`src/rtl/pipeline_hazard_ctrl.sv`:
```
// Stall/flush controller for the 5-stage pipeline: load-use interlock,
// taken-branch squash with programmable penalty, and data-memory wait with timeout.
module pipeline_hazard_ctrl #(
  parameter int REG_NUM_WIDTH = 5,
  parameter int BR_PENALTY    = 1,
  parameter int MEM_TIMEOUT   = 15
) (
  input  logic                     clk,
  input  logic                     rst,
  input  logic                     id_valid,
  input  logic [REG_NUM_WIDTH-1:0] id_rs,
  input  logic [REG_NUM_WIDTH-1:0] id_rt,
  input  logic                     id_uses_rt,
  input  logic                     ex_is_load,
  input  logic                     ex_wr_en,
  input  logic [REG_NUM_WIDTH-1:0] ex_dst,
  input  logic                     mem_br_taken,
  input  logic                     dmem_req,
  input  logic                     dmem_ack,
  output logic                     pc_stall,
  output logic                     ifid_stall,
  output logic                     idex_stall,
  output logic                     exmem_stall,
  output logic                     ifid_flush,
  output logic                     idex_flush,
  output logic                     exmem_flush,
  output logic                     memwb_bubble,
  output logic                     mem_timeout,
  output logic [1:0]               state,
  output logic [15:0]              stall_cycles
);

  typedef enum logic [1:0] {
    RUN      = 2'd0,
    MEM_WAIT = 2'd1,
    BR_FLUSH = 2'd2
  } state_e;

  localparam logic [7:0] TIMEOUT_CNT = 8'(MEM_TIMEOUT);
  localparam logic [2:0] PENALTY_CNT = 3'(BR_PENALTY);

  state_e      state_q, state_d;
  logic [7:0]  wait_cnt_q, wait_cnt_d;
  logic [2:0]  flush_cnt_q, flush_cnt_d;
  logic        mem_timeout_q, mem_timeout_d;
  logic [15:0] stall_cycles_q, stall_cycles_d;

  logic load_use, mem_busy;
  logic stall_pc, stall_ifid, stall_idex, stall_exmem;
  logic flush_ifid, flush_idex, flush_exmem, bubble;

  assign load_use = id_valid & ex_is_load & ex_wr_en & (ex_dst != '0) &
                    ((ex_dst == id_rs) | (id_uses_rt & (ex_dst == id_rt)));
  assign mem_busy = dmem_req & ~dmem_ack;

  always_comb begin
    state_d       = state_q;
    wait_cnt_d    = wait_cnt_q;
    flush_cnt_d   = flush_cnt_q;
    mem_timeout_d = mem_timeout_q;
    stall_pc      = 1'b0;
    stall_ifid    = 1'b0;
    stall_idex    = 1'b0;
    stall_exmem   = 1'b0;
    flush_ifid    = 1'b0;
    flush_idex    = 1'b0;
    flush_exmem   = 1'b0;
    bubble        = 1'b0;

    case (state_q)
      MEM_WAIT: begin
        if (dmem_ack) begin
          state_d = RUN;
        end else begin
          {stall_pc, stall_ifid, stall_idex, stall_exmem, bubble} = '1;
          if (wait_cnt_q == TIMEOUT_CNT) begin
            state_d       = RUN;
            mem_timeout_d = 1'b1;
          end else begin
            wait_cnt_d = wait_cnt_q + 8'd1;
          end
        end
      end
      // RUN and BR_FLUSH share the memory/branch priority; BR_FLUSH only adds the shadow flush
      default: begin
        if (mem_busy) begin
          {stall_pc, stall_ifid, stall_idex, stall_exmem, bubble} = '1;
          wait_cnt_d  = 8'd1;
          flush_cnt_d = '0;
          state_d     = MEM_WAIT;
        end else if (mem_br_taken) begin
          {flush_ifid, flush_idex, flush_exmem} = '1;
          if (BR_PENALTY > 0) begin
            flush_cnt_d = PENALTY_CNT;
            state_d     = BR_FLUSH;
          end else begin
            state_d = RUN;
          end
        end else if (state_q == BR_FLUSH) begin
          {flush_ifid, flush_idex} = '1;
          flush_cnt_d = flush_cnt_q - 3'd1;
          if (flush_cnt_q == 3'd1) begin
            state_d = RUN;
          end
        end else if (load_use) begin
          stall_pc   = 1'b1;
          stall_ifid = 1'b1;
          flush_idex = 1'b1;
        end
      end
    endcase

    stall_cycles_d = stall_cycles_q;
    if (pc_stall && (stall_cycles_q != '1)) begin
      stall_cycles_d = stall_cycles_q + 16'd1;
    end
  end

  always_ff @(posedge clk or posedge rst) begin
    if (rst) begin
      state_q        <= RUN;
      wait_cnt_q     <= '0;
      flush_cnt_q    <= '0;
      mem_timeout_q  <= 1'b0;
      stall_cycles_q <= '0;
    end else begin
      state_q        <= state_d;
      wait_cnt_q     <= wait_cnt_d;
      flush_cnt_q    <= flush_cnt_d;
      mem_timeout_q  <= mem_timeout_d;
      stall_cycles_q <= stall_cycles_d;
    end
  end

  // Flush takes precedence over stall on the same register; everything is forced low in reset
  assign pc_stall     = ~rst & stall_pc;
  assign ifid_stall   = ~rst & stall_ifid & ~flush_ifid;
  assign idex_stall   = ~rst & stall_idex & ~flush_idex;
  assign exmem_stall  = ~rst & stall_exmem & ~flush_exmem;
  assign ifid_flush   = ~rst & flush_ifid;
  assign idex_flush   = ~rst & flush_idex;
  assign exmem_flush  = ~rst & flush_exmem;
  assign memwb_bubble = ~rst & bubble;
  assign mem_timeout  = mem_timeout_q;
  assign state        = state_q;
  assign stall_cycles = stall_cycles_q;

endmodule

```
`config.mk`:
```
export PLATFORM = sky130hd
export DESIGN_NAME = pipeline_hazard_ctrl
export DESIGN_NICKNAME = d
export VERILOG_FILES = /design/src/rtl/pipeline_hazard_ctrl.sv
export SDC_FILE = /design/constraint.sdc
export NUM_CORES = 1
export LEC_CHECK = 0
export ABC_CLOCK_PERIOD_IN_PS = 6090
export BUFFER_PORTS_ARGS = -buffer_cell sky130_fd_sc_hd__buf_2
export CORE_AREA = 2 2 69 71
export CTS_BUF_LIST = sky130_fd_sc_hd__clkbuf_8
export DETAILED_ROUTE_END_ITERATION = 16
export DIE_AREA = 0 0 71 73
export PLACE_DENSITY = 0.65
export SYNTH_ARGS = -nofsm -noshare
export SYNTH_HDL_FRONTEND = slang
export SYNTH_SLANG_ARGS = --single-unit
```
`constraint.sdc`:
```
create_clock -name clk -period 6.09 [get_ports clk]
set_input_delay 0.3045 -clock clk [delete_from_list [all_inputs] [get_ports clk]]
set_output_delay 0.3045 -clock clk [all_outputs]
set_load 0.02 [all_outputs]
```
-- Word level (Yosys, flattened, before mapping)
Cells that the tools add are included.
- input port bits: 24
- register bits: 30
- logic and storage cells: 82
- mux-type cells: 33
- bitwise gates (word level): 21
- add/sub/neg operators: 3
- equality and inequality tests: 10
- reductions and logical operators: 10
- operator list (kind ; count):
    $mux 8 ; 4
    $mux 1 ; 19
    $add 16x1->16 const B ; 1
    $ne 16x16->1 const B ; 1
    $and 1x1->1 ; 14
    $mux 2 ; 7
    $eq 5x5->1 ; 2
    $mux 3 ; 3
    $reduce_and 3->1 ; 3
    $add 8x1->8 const B ; 1
    $eq 8x4->1 const B ; 1
    $reduce_bool 4->1 ; 2
    $not 1->1 ; 6
    $reduce_bool 5->1 ; 1
    $ne 2x2->1 const B ; 2
    $eq 3x1->1 const B ; 1
    $ne 3x3->1 const B ; 1
    $reduce_bool 3->1 ; 1
    $sub 3x1->3 const B ; 1
    $eq 2x1->1 const B ; 1
    $eq 2x2->1 const B ; 1
    $reduce_and 2->1 ; 1
    $reduce_bool 2->1 ; 1
    $logic_and 1x1->1 ; 1
    $or 1x1->1 ; 1

-- Logic depth before layout (Yosys ltp)
- depth after elaboration: 11
- depth in mapped cells: 9

-- Least setup slack after synthesis
Ideal clock, no wire load.
- kind: register to register
- start point: register state_q[1] (netlist: state[1])
- end point: register stall_cycles_q[1] (netlist: stall_cycles[1])
- path slack: 4042 ps
- arrival time: 1923 ps
- cell stages (with the launch flop): 8
- path buffers: 1
- data required time: 5965 ps
- cells stage by stage: dfrtp_1 inv_1 ha_1 or3_1 a21oi_2 nand3b_4 buf_8 mux2_4
- word-level cells in the longest chain between the ends: 7
- elaborated cells on any way between the ends: 8
- those cells by class: eq/ne: 2; mux: 4; bitwise: 1; reduce/logical: 1
- RTL lines (element ; RTL line ; source):
    start: declaration ; 42 ; state_e state_q, state_d;
    start signal: assignment ; 127 ; state_q <= state_d;
    $eq 2x2->1 ; 99 ; end else if (state_q == BR_FLUSH) begin
    $mux 1 ; 99 ;
    $mux 1 ; 91 ; end else if (mem_br_taken) begin
    $mux 1 ; 86 ; if (mem_busy) begin
    $mux 1 * ; 70 ; case (state_q)
    $and 1x1->1 * ; 136 ; assign pc_stall = ~rst & stall_pc;
    $logic_and 1x1->1 * ; 114 ; if (pc_stall && (stall_cycles_q != '1)) begin
    end signal: assignment ; 131 ; stall_cycles_q <= stall_cycles_d;
    end: declaration ; 46 ; logic [15:0] stall_cycles_q, stall_cycles_d;
Mark *: on every way between the ends. The rest lies on a longest branch, timed or not.
A chain may end at the register's enable or synchronous reset.

-- Worst setup path in the final report
- start point: register state_q[1] (netlist: state[1])
- end point: output port ifid_stall
- word-level cells in the longest chain between the ends: 7
- elaborated cells on any way between the ends: 13
- those cells by class: eq/ne: 2; mux: 8; bitwise: 3
- RTL lines (element ; RTL line ; source):
    $eq 2x2->1 ; 99 ;
    $mux 1 ; 99 ;
    $mux 1 ; 91 ;
    $mux 1 ; 86 ;
    $mux 1 ; 70 ;
    $and 1x1->1 or $not 1->1 (tied branches) ; 137 ; assign ifid_stall = ~rst & stall_ifid & ~flush_ifid;
    $and 1x1->1 * ; 137 ;
    end: declaration ; 21 ; output logic ifid_stall,
Marked as above.

==> results by group <==
Clock network
  – Clock latency on the worst-skew pair: 0.29 ns
  – Clock tree buffer depth: 2
  – CTS tree: built
  – CTS clk-pin slew, worst paths: 0.06 ns
  – H-tree Lvls: 2
  – Root Driver: clkbuf_8
  – Post-cts sizing count: 0
  – # clock sinks: 30
  – CTS buffer count: 5

Placed design
  – Port Buf Inserts: 50
  – Placed wire-length estimate: 2830 um
  – GPL Wtd Cong: 0.779
  – Placed cells: 286

Global routing
  – Largest net degree at the start of global routing: 28
  – First-pass GRT wire length: 6570 um
  – Vias in the first global route: 1498
  – Antenna violations before repair: 0
  – Total grt overflow: 0
  – GR Util All Layers: 16.1%

Worst setup path
  – Crit. End Element: primary output
  – Worst Reg2Reg Path Length in Cells: 7
  – Crit path max fanout: 14
  – Worst setup path start: state[1]
  – CP max stage delay: 0.43 ns
  – CP Capture Point: ifid_stall
  – Critical-path cell list: inv_1 > ha_1 > or3_1 > a21oi_2 > o21a_1 > buf_2
  – Reg-to-reg startpoint: state[1]
  – Setup CP Type: reg2out
  – Startpoint Class: flip-flop
  – CP required: 5.79 ns
  – Worst flop-to-flop path endpoint: stall_cycles[15]
  – CP Data Arrival Time: 2.06 ns
  – Reg2Reg Setup Slack: 3.83 ns
  – Slowest cell on the critical path: or3_1

Cells and area
  – N_diodes: 0
  – Filler instances: 431
  – Util after Layout: 49.0%
  – Nets: 270
  – Area growth, synth to finish: 22.4%
  – Layout Cells excl Fill: 295
  – Share of cells above drive strength 1: 29.9%

Drt
  – Final ANT Viol Nets: 0
  – Uppermost routed layer: met4
  – Vias per cell: 5.08
  – Met3 wire len: 121 um
  – Met1 wire length: 1680 um
  – Met2 routed WL: 1830 um
  – Initial DRC Count: 42
  – Detailed-route DRC error count: 0
  – WL final: 3710 um
  – Vias post-DR: 1500
  – First-pass detailed-route iteration total: 4
  – Wire length per cell: 12.6 um

Floorplan
  – Area of the die: 5180 sq um
  – Die width: 71 um
  – Core Rows: 25
  – IO Pins: 51
  – Die Height: 73 um
  – Core area: 4540 sq um
  – Initial Util: 40.1%

STA
  – Setup tns final: 0 ns
  – Max-slew violations: 0
  – Setup violators final: 0
  – Final hold vios: 0
  – Maximum clock rate: 423 MHz
  – Minimum clock period after layout: 2.36 ns
  – Worst Tran Pin Value: 0.568 ns
  – Period utilization: 38.8%
  – Setup repair after global routing missed its margin: no
  – Hold_ws: 0.353 ns
  – Max-slew headroom: 62.0%
  – Fin Clk Skew: 0.00880 ns

Power
  – Total Power: 0.594 mW
  – Lkg Pwr: 1.15 nW
  – P_int: 0.385 mW
  – Power Density: 267 nW/um^2
  – Psw: 0.209 mW
  – Worst vdd ir: 0.199 mV
  – Power share of the clock group: 28.3%
  – Seq pwr share: 43.3%
  – Combinational power share: 28.5%
  – Switching power share of the total: 35.2%

Synthesis
  – Main combinational cell family by area after synthesis: simple AND/OR/NAND/NOR gates
  – Synth warnings: 0
  – Syn Nets: 214
  – #FFs+latches synth: 30
  – Post-synthesis compound-gate area fraction: 11.7%
  – Predominant post-synthesis flop cell: dfrtp_1
  – Mapped Area: 1820 sq um
  – Mux share of post-synthesis cell area: 1.38%
  – Xor-xnor portion of the synthesized cell area: 14.5%
  – Seq/Total Area, Yosys: 41.3%
  – Gate Count Post-Synth: 184
  – Syn avg cell area: 9.88 sq um
  – Post-synth ARST share: 100%
  – Post-synthesis simple-gate area fraction: 23.5%
  – EDFF count, synth: 0
  – Unique masters post-synth: 43
  – Adder-Cell Fraction of Synth Area: 4.13%

Min path
  – HP Class: in2reg

Flow run
  – MaxCap Viol Count: 0

Run status
  – Status: complete, no violations
sequential cells by signal, indices dropped and copies added (netlist names):
signal / count
flush_cnt_q: 3
state: 2
wait_cnt_q: 8
stall_cycles: 16
mem_timeout: 1
logic make-up after synthesis:
group | after synthesis
compound gates | 26
xor+xnor | 30
fa+ha+maj | 6
buf+inv | 14
flops | 30
mux | 2
simple gates | 76
Yosys cell counts, types with 4 or more instances:
library cell  count  area share (%)
a21oi_1           4             1.1
dfrtp_1          30              41
ha_1              6             4.1
inv_1            11             2.3
nand2_1           4            0.83
nand2b_1          4             1.4
nand3_1          11             3.0
nand4_1           5             1.7
nor2_1           27             5.6
nor3_1            6             1.7
o21ai_0           6             1.7
xnor2_1           5             2.4
xor2_1           25              12
layout by cell type (no fill, tap or decap), types with 2 or more instances in the layout:
| cell | count |
|---|---|
| xor2_1 | 25 |
| or3_1 | 2 |
| xnor2_1 | 5 |
| nor3_1 | 6 |
| and3_4 | 2 |
| ha_1 | 6 |
| buf_2 | 50 |
| nand3_1 | 11 |
| dfrtp_1 | 30 |
| nor4_1 | 3 |
| o21a_1 | 2 |
| nor3_2 | 2 |
| clkbuf_8 | 6 |
| nand4_1 | 5 |
| a21oi_1 | 4 |
| o21bai_1 | 3 |
| inv_1 | 11 |
| nand2_1 | 4 |
| and3_1 | 3 |
| nor2_1 | 27 |
| nand2b_1 | 4 |
| o21ai_0 | 6 |
worst min path at each step:
stage                             from              to  cells after the start
final                     mem_br_taken        state[1]                      2
after global routing      mem_br_taken        state[1]                      2
after CTS                 mem_br_taken        state[1]                      2
after detailed placement           rst  flush_cnt_q[1]                      2
after global placement             rst  flush_cnt_q[0]                      2
after floorplan                    rst  flush_cnt_q[0]                      1
metal layers:
metal | vias to the layer above | global-route usage, %
met4 | 0 | 7.76
met2 | 25 | 27.3
met1 | 712 | 19.1
met5 | - | 0
li1 | 753 | -
met3 | 10 | 4.14
power groups by stage:
stage	sequential, mW	combinational [mW]	clock [mW]
after floorplan	0.271	0.105	0
after global placement	0.260	0.167	0
after detailed placement	0.260	0.170	0
after CTS	0.257	0.171	0.172
after global routing	0.263	0.190	0.180
final	0.257	0.169	0.168
worst max-delay path: cells and delay by family, from the launching register on:
kind,cells,cell delay [ns]
flops,1,0.38
buf+inv,2,0.22
fa+ha+maj,1,0.32
simple gates,1,0.43
compound gates,2,0.42
layout make-up:
| type | instances | area, sq um | share of cell area (%) |
|---|---|---|---|
| multi-input combinational | 140 | 1000 | 45.1 |
| sequential | 30 | 751 | 33.7 |
| timing repair buffer | 52 | 268 | 12.0 |
| clock buffer | 6 | 82.6 | 3.71 |
| tap | 54 | 67.6 | 3.04 |
| inverter | 11 | 41.3 | 1.86 |
| clock inverter | 2 | 12.5 | 0.562 |
stage by stage:
| step | setup slack [ns] | instance area, sq um |
|---|---|---|
| floorplan | 4.04 | 1820 |
| global placement | 3.88 | 2120 |
| detailed placement | 3.82 | 2120 |
| CTS | 3.71 | 2220 |
| global route | 3.59 | 2220 |
| finish | 3.73 | 2220 |
timing repair:
action                    CTS  global route
hold endpoints to repair    5             0
setup buffers               0             0
hold buffers                1             0
(Power assumes the default switching activity.)
